==> config.mk <==
export PLATFORM = sky130hd
export DESIGN_NAME = univ_shift_reg
export DESIGN_NICKNAME = d
export VERILOG_FILES = /design/src/rtl/univ_shift_reg.sv
export SDC_FILE = /design/constraint.sdc
export NUM_CORES = 1
export LEC_CHECK = 0
export ABC_AREA = 1
export BUFFER_PORTS_ARGS = -buffer_cell sky130_fd_sc_hd__buf_2
export CAP_MARGIN = 20
export CORE_MARGIN = 1.5
export CORE_UTILIZATION = 30
export CTS_CLUSTER_DIAMETER = 30
export DETAILED_ROUTE_END_ITERATION = 12
export SYNTH_ARGS = -nofsm -noshare
export SYNTH_HDL_FRONTEND = slang
export SYNTH_SLANG_ARGS = --single-unit
==> constraint.sdc <==
create_clock -name clk -period 1.4 [get_ports clk]
set_input_delay 0.35 -clock clk [delete_from_list [all_inputs] [get_ports clk]]
set_output_delay 0.35 -clock clk [all_outputs]
set_load 0.03 [all_outputs]
==> src/rtl/univ_shift_reg.sv <==
// Universal shift register: hold / shift right / shift left / parallel load,
// optional rotation, serial in/out on both ends, plus a multi-step shift
// engine that runs a requested number of shifts and reports busy/done.
module univ_shift_reg #(
  parameter int WIDTH = 8,
  parameter int AMT_W = 4
) (
  input  logic             clk,
  input  logic             rst,
  input  logic [1:0]       mode,
  input  logic             rotate,
  input  logic             ser_in_r,
  input  logic             ser_in_l,
  input  logic [WIDTH-1:0] par_in,
  input  logic             start,
  input  logic [AMT_W-1:0] amount,
  output logic [WIDTH-1:0] q,
  output logic             ser_out_r,
  output logic             ser_out_l,
  output logic             busy,
  output logic             done
);

  typedef enum logic [1:0] {IDLE, BUSY, DONE} state_t;

  localparam logic [1:0] M_HOLD  = 2'b00;
  localparam logic [1:0] M_RIGHT = 2'b01;
  localparam logic [1:0] M_LEFT  = 2'b10;
  localparam logic [1:0] M_LOAD  = 2'b11;

  state_t           state, state_nx;
  logic [WIDTH-1:0] q_nx;
  logic [AMT_W-1:0] rem, rem_nx;     // shifts still owed while BUSY
  logic             dir_left, dir_left_nx;
  logic             rot_lat, rot_lat_nx;

  // One shift step; serial inputs are always the live pins.
  function automatic logic [WIDTH-1:0] shift1(input logic [WIDTH-1:0] v,
                                              input logic left,
                                              input logic rot,
                                              input logic sr,
                                              input logic sl);
    if (left) shift1 = {v[WIDTH-2:0], rot ? v[WIDTH-1] : sl};
    else      shift1 = {rot ? v[0] : sr, v[WIDTH-1:1]};
  endfunction

  // Next-state, next-data and latched-request logic.
  always_comb begin
    state_nx    = state;
    q_nx        = q;
    rem_nx      = rem;
    dir_left_nx = dir_left;
    rot_lat_nx  = rot_lat;
    case (state)
      IDLE: begin
        if (start && (mode == M_RIGHT || mode == M_LEFT)) begin
          // Accepting edge: latch direction/rotate, first shift happens now.
          dir_left_nx = mode[1];
          rot_lat_nx  = rotate;
          if (amount == '0) begin
            state_nx = DONE;
          end else begin
            q_nx     = shift1(q, mode[1], rotate, ser_in_r, ser_in_l);
            rem_nx   = amount - AMT_W'(1);
            state_nx = (amount == AMT_W'(1)) ? DONE : BUSY;
          end
        end else begin
          case (mode)
            M_RIGHT: q_nx = shift1(q, 1'b0, rotate, ser_in_r, ser_in_l);
            M_LEFT:  q_nx = shift1(q, 1'b1, rotate, ser_in_r, ser_in_l);
            M_LOAD:  q_nx = par_in;
            default: q_nx = q;  // M_HOLD
          endcase
        end
      end
      BUSY: begin
        // Live mode/rotate/amount/start are ignored until the run ends.
        q_nx   = shift1(q, dir_left, rot_lat, ser_in_r, ser_in_l);
        rem_nx = rem - AMT_W'(1);
        if (rem == AMT_W'(1)) state_nx = DONE;
      end
      DONE:    state_nx = IDLE;
      default: state_nx = IDLE;
    endcase
  end

  // State and datapath registers; reset aborts any run without a done pulse.
  always_ff @(posedge clk or posedge rst) begin
    if (rst) begin
      state    <= IDLE;
      q        <= '0;
      rem      <= '0;
      dir_left <= 1'b0;
      rot_lat  <= 1'b0;
    end else begin
      state    <= state_nx;
      q        <= q_nx;
      rem      <= rem_nx;
      dir_left <= dir_left_nx;
      rot_lat  <= rot_lat_nx;
    end
  end

  assign ser_out_r = q[0];
  assign ser_out_l = q[WIDTH-1];
  assign busy      = (state == BUSY);
  assign done      = (state == DONE);

endmodule

# Word-level counts from Yosys, hierarchy flattened
# Cells that the tools add are included.
# W data, S select, Z words.
dict set report op_classes {
  addsub 2
  eq_ne 12
  n_mux 18
  n_reduce_logical 9
}
# cell count
set ops {}
lappend ops {{$mux W8} 4}
lappend ops {{$pmux W8 S3} 1}
lappend ops {{$pmux W8 S2} 1}
lappend ops {{$eq A4 B1 Y1 const B} 2}
lappend ops {{$mux W2} 4}
lappend ops {{$mux W4} 2}
lappend ops {{$pmux W4 S2} 1}
lappend ops {{$sub A4 B1 Y4 const B} 2}
lappend ops {{$eq A2 B2 Y1 const B} 3}
lappend ops {{$reduce_and A3 Y1} 2}
lappend ops {{$ne A5 B4 Y1 const B} 1}
lappend ops {{$eq A2 B1 Y1 const B} 2}
lappend ops {{$logic_not A4 Y1} 1}
lappend ops {{$mux W1} 4}
lappend ops {{$ne A2 B2 Y1 const B} 2}
lappend ops {{$pmux W2 S2} 1}
lappend ops {{$reduce_and A2 Y1} 2}
lappend ops {{$ne A3 B3 Y1 const B} 1}
lappend ops {{$logic_not A2 Y1} 1}
lappend ops {{$ne A2 B1 Y1 const B} 1}
lappend ops {{$reduce_bool A2 Y1} 1}
lappend ops {{$logic_and A1 B1 Y1} 1}
lappend ops {{$logic_or A1 B1 Y1} 1}
dict set report word_totals {
  regBits 16
  inputBits 20
  out_inout_bits 12
  elab_cells 46
}

# Logic depth before layout (Yosys ltp)
# Gate-level depths: netlist of run 1.
dict set report depth {
  ltp_word 5
  ltp_mapped 12
  ltp_nobuf 11
}

# Worst setup path before layout of run 1
# OpenSTA, ideal clock, no wires.
dict set report synth_timing {
  path_kind {input to register}
  from {input port mode[0]}
  to {register q[1]}
  setup_time_ps 118
  arrival_ps 1369
  required_ps 1282
  setup_slack_ps -87
  path_stages 12
  path_buffers 1
  path_cell_list {inv_1 ha_1 inv_2 nand2_2 inv_2 nand2_4 nor2_4 nor2_4 buf_6 o21ai_2 nor2_2 nor2_1}
}
dict set report synth_via {
  elab_chain_len 5
  elab_cells_between_ends 11
  cone_classes {eq/ne (5); mux (3); reduce/logical (3)}
}
# item line
set synth_lines {}
lappend synth_lines {{start: declaration} 10} ;# input logic [1:0] mode,
lappend synth_lines {{$eq A2 B1 Y1 or $eq A2 B2 Y1 (tied branches)} {56, 68}}
lappend synth_lines {{$logic_or A1 B1 Y1} 56} ;# if (start && (mode == M_RIGHT || mode == M_LEFT)) begin
lappend synth_lines {{$logic_and A1 B1 Y1} 56}
lappend synth_lines {{$ne A5 B4 Y1 (no line), or another cell as far along} --}
lappend synth_lines {{$reduce_and A3 Y1 (no line) or $pmux W8 S2 (tied branches)} --}
lappend synth_lines {{end signal: assignment} 97} ;# q <= q_nx;
lappend synth_lines {{end: declaration} 17} ;# output logic [WIDTH-1:0] q,
# Parallel ways exist; a longest one is shown, timed or not.
# A chain may end at the register's enable or synchronous reset.

# Final worst setup path of run 1
dict set report layout_timing {
  from {register state[0]}
  to {output port busy}
}
dict set report layout_via {
  elab_chain_len 1
}
# item line
set layout_lines {}
lappend layout_lines {{start: declaration} 31} ;# state_t state, state_nx;
lappend layout_lines {{start signal: assignment} 96} ;# state <= state_nx;
lappend layout_lines {{$eq A2 B1 Y1} 106} ;# assign busy = (state == BUSY);
lappend layout_lines {{end: declaration} 20} ;# output logic busy,
# Every way passes these cells.

==> metrics.yaml, run 1 <==
status:
  status: "finished clean"
route:
  dr_wl_met2_um: 1700
  first_pass_iters: 4
  viasPerCell: 4.45
  wl_met3_um: 134
  vias: 1547
  ant_nets: 0
  dr.first_iter.drc_count: 88
  routed.top_layer: "met4"
  wl_met1_um: 1910
  finalWirelength_um: 3760
  drc: 0
  wl_per_cell_um: 10.8
sta:
  fin_skew_ns: 0.00372
  setup_violations: 0
  tns_ns: 0
  period_needed_ns: 1.38
  fin_crit_sh_pct: 98.5
  tightestPinTransition_ns: 0.459
  hold_viol: 0
  rsz0062_at_grt: "true"
  drv_slew: 0
  max_freq_mhz: 725
  relSlewSlack_pct: 69.4
global_route:
  grt_max_degree: 20
  grtUsageTotal_pct: 14.9
  grt_antenna_before_repair: 0
  grt_pass1_wl_um: 6310
  grt_pass1_vias: 1340
  grt-ovfl-total: 0
synthesis:
  synth-main-ff-cell: "dfrtp_1"
  synth_edf_count: 0
  synth_top_family_by_area: "simple AND/OR/NAND/NOR gates"
  synth_nets: 262
  synthAdderAreaFrac_pct: 5.02
  ys_ff_latch: 16
  avgSynthCellArea_um2: 6.34
  ys_warn_count: 0
  synth_top_cell_by_area: "dfrtp_1"
  synth_xor_xnor_area_share_pct: 1.76
  netlist_area_um2: 1500
  ys_top_cells_by_area: "dfrtp_1 27%, nand2_1 14%, nor2_1 9.3%"
  syn_inst: 236
  yosysUniqueCellTypes: 26
  yosysSeqAreaShare_pct: 26.8
  synth_mux_area_share_pct: 0
  yosys.area_share.simple_pct: 35.4
  yosysTopAreaCellShare_pct: 26.8
  synthArstFlopShare_pct: 100
  synth_compound_gate_area_share_pct: 19.4
clock_network:
  cts_buffers: 3
  clk_pin_slew_ns: 0.07
  cts_buffer_depth: 2
  clock_latency_ns: 0.25
  postCtsHoldBufs: 0
  root_buffer: "clkbuf_8"
  cts_tree: "done"
  h-tree-depth: 1
  clock-sinks: 16
worst_setup_path:
  path_max_fanout: 4
  r2r_cells: 9
  cpMaxStageDelayCell: "dfrtp_2"
  cp_data_required_time_ns: 1.05
  crit_path_cell_trace: "inv_4 > nor2_8 > buf_6"
  cp-end-kind: "primary output"
  ff2ff_setup_slack_ns: 0.03
  timing.rr.start: "state[0]"
  path_buf_inv: 2
  r2r-end: "q[2]"
  startpoint_type: "flip-flop"
  critPathLaunch: "state[0]"
  cp.depth: 3
  worstSetupEndpoint: "busy"
  path_class: "flip-flop to primary output"
  cp.arrival_ns: 1.03
  cp_top_family: "flip-flops"
  cp_slowest_stage_delay_ns: 0.45
placed_design:
  io_buffers: 31
  dp_hpwl_um: 2790
  gp_congestion: 0.809
  dp.cells: 338
finish:
  antenna_cells: 0
  final_cells: 348
  areaGrowthSynthToFinish_pct: 33.3
  drive_gt1_share_pct: 30.2
  fin_nets: 308
  fin_util_pct: 41.9
floorplan:
  die-height_um: 73.6
  initial_utilization_pct: 31.4
  fp.dieW_um: 73.6
  ioPinCount: 32
  core_um2: 4750
  die-area_um2: 5420
  rows: 25
power:
  power_uw: 4430
  p_per_area_nw_per_um2: 2220
  p_leak_uw: 0.00101
  ir_drop_mv: 1.14
hold_path:
  hold_path.class: "input port to async pin"
job:
  cap_violations: 0
[cell usage in the layout (no fill, tap or decap), types with 2 or more instances in the layout]
master	count
dfrtp_1	13
nand3_1	11
nor2_1	34
ha_1	5
o21ai_2	4
dfrtp_2	3
inv_4	3
nor2_2	6
xor2_1	2
o21ai_0	14
nand2_2	2
buf_12	2
o21ai_1	15
buf_2	28
inv_1	21
nand2_1	57
nor2_4	5
nand2_4	2
buf_6	3
buf_4	17
clkbuf_8	4
a21oi_1	20
[cell type report]
cell class | count | area, um^2
fill | 516 | 2760
tap | 67 | 83.8
inverter | 27 | 134
timing repair buffer | 51 | 357
sequential | 16 | 404
clock buffer | 4 | 55.1
multi-input combinational | 183 | 960
[cell families after synthesis]
family / count (synthesis)
compound gates: 55
buf+inv: 37
fa+ha+maj: 6
flops: 16
xor+xnor: 3
simple gates: 119
[flip-flops by register name, indices dropped and copies added, names as in the netlist]
register / count
q: 8
rem: 4
state: 2
dir_left: 1
rot_lat: 1
[how the worst min path moves through the flow]
stage | start | endpoint | slack (ns) | cells past startpoint
global route | rst | rem[3] | 0.13 | 3
finish | rst | rem[0] | 0.1 | 3
detailed placement | rst | rem[2] | 0.38 | 3
global placement | rst | rem[1] | 0.37 | 3
CTS | rst | rem[1] | 0.11 | 3
floorplan | rst | dir_left | 0.26 | 1
[power breakdown]
part / total, uW / switching [uW] / internal [uW]
combinational: 2890 / 1730 / 1160
sequential: 1130 / 414 / 715
clock: 412 / 163 / 249
total: 4430 / 2310 / 2130
[per-stage QoR]
step	worst slack [ns]	hold slack [ns]	cell area [um^2]
2_1_floorplan	-0.0273	0.264	1530
6_report	0.0215	0.0987	1990
3_5_place_dp	-0.301	0.379	1820
4_1_cts	-0.0134	0.108	1930
5_1_grt	-0.0296	0.126	1990
3_3_place_gp	-0.257	0.374	1820
[metal layers]
metal,GRT usage (%),vias to the layer above
li1,-,843
met3,1.78,2
met4,3.09,0
met1,21.5,672
met2,23.8,30
met5,0,-
[worst reg2reg max path: stages (launching register included)]
cell and delay [ns]:
dfrtp_2 0.47, inv_4 0.11, buf_4 0.10, nand2_1 0.05, nand2_2 0.09, nor2_4 0.04, buf_12 0.13, buf_4 0.14
nor2_2 0.08, nor2_1 0.05
[timing repair]
item                                    in CTS  in global routing
endpoints found under the setup margin       9                 16
gates cloned                                 0                  0
pin swaps                                    2                  2
gates resized for setup                      9                 14
buffers inserted                             4                  2
[Yosys cell counts (2+ instances only)]
| master | instances |
|---|---|
| a21oi_1 | 20 |
| buf_2 | 4 |
| buf_4 | 3 |
| buf_6 | 2 |
| dfrtp_1 | 16 |
| ha_1 | 6 |
| inv_1 | 23 |
| inv_2 | 3 |
| nand2_1 | 57 |
| nand2_2 | 3 |
| nand3_1 | 11 |
| nor2_1 | 37 |
| nor2_2 | 5 |
| nor2_4 | 3 |
| o21ai_0 | 15 |
| o21ai_1 | 15 |
| o21ai_2 | 3 |
| xor2_1 | 2 |
Note: power is estimated with default switching activity, not from simulation.
==> run 2: changes to the inputs <==
--- a/config.mk
+++ b/config.mk
@@ -8,10 +8,14 @@
 export ABC_AREA = 1
 export BUFFER_PORTS_ARGS = -buffer_cell sky130_fd_sc_hd__buf_2
 export CAP_MARGIN = 20
+export CELL_PAD_IN_SITES_DETAIL_PLACEMENT = 0
+export CELL_PAD_IN_SITES_GLOBAL_PLACEMENT = 1
 export CORE_MARGIN = 1.5
 export CORE_UTILIZATION = 30
 export CTS_CLUSTER_DIAMETER = 30
 export DETAILED_ROUTE_END_ITERATION = 12
+export MAX_ROUTING_LAYER = met4
+export PLACE_DENSITY_LB_ADDON = 0.1
 export SYNTH_ARGS = -nofsm -noshare
 export SYNTH_HDL_FRONTEND = slang
 export SYNTH_SLANG_ARGS = --single-unit
==> run 2 against run 1 <==
Against the previous run: largest cell class unchanged; die area did not move; register-to-register slack improved by 0.02 ns; worst setup slack got worse by 0.022 ns; cell area rose by 3.8%; largest power group unchanged; the run now ends with negative setup slack left; sequential cell count did not move; highest routed layer unchanged; final cell count rose by 2.3%; sequential share of layout area fell by 0.63 points.
==> metrics.yaml, run 2 (synthesis gave the netlist of run 1 again) <==
finish:
  reg_top3: "q x8, rem x4, state x2"
  stdcell_area_um2: 2070
  fin_util_pct: 43.5
  regMostFlops: "q"
  final_cells: 356
  drive_gt1_share_pct: 33.6
  areaGrowthSynthToFinish_pct: 38.4
  largest_register_ffs: 8
  final_common_cell: "nand2_1"
  fin_nets: 317
  final_cell_mix: "55 x nand2_1, 36 x nor2_1, 28 x buf_2"
  antenna_cells: 0
floorplan:
  rows: 25
  initial_utilization_pct: 31.4
  ioPinCount: 32
  die-height_um: 73.6
  die-area_um2: 5420
  fp.dieW_um: 73.6
  core_um2: 4750
placed_design:
  dp_hpwl_um: 3130
  dp.cells: 345
  io_buffers: 31
  gp_congestion: 0.741
  place_area_um2: 1860
route:
  viasPerCell: 4.47
  first_pass_iters: 4
  dr.first_iter.drc_count: 79
  ant_nets: 0
  wl_per_cell_um: 11.6
  vias: 1593
  finalWirelength_um: 4150
  drc: 0
clock_network:
  h-tree-depth: 1
  clk_pin_slew_ns: 0.07
  root_buffer: "clkbuf_8"
  clock-sinks: 16
  cts_tree: "done"
  cts_buffer_depth: 2
  clock_latency_ns: 0.25
  cts_buffers: 3
global_route:
  grt_antenna_before_repair: 0
  grt_pass1_wl_um: 7160
  grt_max_degree: 20
  grtUsageTotal_pct: 17.5
  grt_pass1_vias: 1524
  grt-ovfl-total: 0
sta:
  fin_crit_sh_pct: 100
  hold_viol: 0
  relSlewSlack_pct: 68.7
  setup_violations: 1
  tns_ns: -0.000287
  max_freq_mhz: 714
  setup_slack_ns: -0.000287
  fin_skew_ns: 0.00392
  period_needed_ns: 1.40
  rsz0062_at_grt: "true"
  tightestPinTransition_ns: 0.470
  drv_slew: 0
worst_setup_path:
  startpoint_type: "flip-flop"
  ff2ff_setup_slack_ns: 0.05
  cp-end-kind: "primary output"
  r2r-end: "q[1]"
  cp_data_required_time_ns: 1.05
  r2r_cells: 9
  critPathLaunch: "state[1]"
  cp.arrival_ns: 1.05
  timing.rr.start: "state[0]"
  path_max_fanout: 4
  path_class: "flip-flop to primary output"
  worstSetupEndpoint: "done"
power:
  p_per_area_nw_per_um2: 2160
  ir_drop_mv: 0.820
  p_leak_uw: 0.00105
job:
  cap_violations: 0
status:
  status: "finished with violations"
  violations: "negative setup slack"
hold_path:
  hold_path.class: "input port to async pin"
[run 2: cell types whose count changed in the layout (fill, tap and decap cells not counted), moves of 2 or more]
cell     previous run  this run
buf_4              17        25
dfrtp_1            13        11
dfrtp_2             3         5
nand2_1            57        55
nand2_4             2         4
nor2_1             34        36
[run 2: through the flow]
stage                     worst slack, ns  power, uW  hold WS [ns]
final                           -0.000287       4460         0.100
after global routing              -0.0312       4920         0.138
after CTS                         -0.0159       4250         0.109
after detailed placement           -0.294       3720         0.376
after global placement             -0.277       3730         0.371
after floorplan                   -0.0273       3050         0.264
[run 2: cell type report]
type	count	area [um^2]
fillers	565	2690
multi-input cells	184	992
repair buffers	59	417
flip-flops and latches	16	407
inverters	27	129
well taps	67	83.8
clock buffers	3	41.3
[run 2: repair_timing]
item | 4_1_cts | 5_1_grt
pin swaps | 3 | 10
setup endpoints to repair | 8 | 16
buffers inserted | 3 | 4
cloned | 1 | 0
resized for setup | 8 | 23
hold buffers | 0 | 0
[run 2: critical path: stages (launching register included)]
cell,delay [ns]
dfrtp_2,0.47
inv_2,0.12
nor2_1,0.05
buf_4,0.16
[run 2: worst min-delay path by stage]
stage,startpoint,endpoint,cells after the start
CTS,rst,state[0],3
detailed placement,rst,q[0],3
floorplan,rst,dir_left,1
global placement,rst,rem[1],3
finish,rst,rem[1],3
global route,rst,rem[3],3
[run 2: power breakdown]
group          switching [uW]  internal (uW)  leakage (uW)
logic                    1760           1220      0.000843
registers                 409            722      0.000186
clock network             158            191     0.0000216
total                    2330           2130       0.00105
[run 2: per-layer routing]
| metal | routed length (um) | part of all wire [%] | global-route usage, % |
|---|---|---|---|
| met5 | 0 | 0 | - |
| met4 | 24 | 0.58 | 4.94 |
| met3 | 132 | 3.2 | 1.37 |
| met2 | 1920 | 46 | 27.5 |
| met1 | 2070 | 50 | 24.0 |
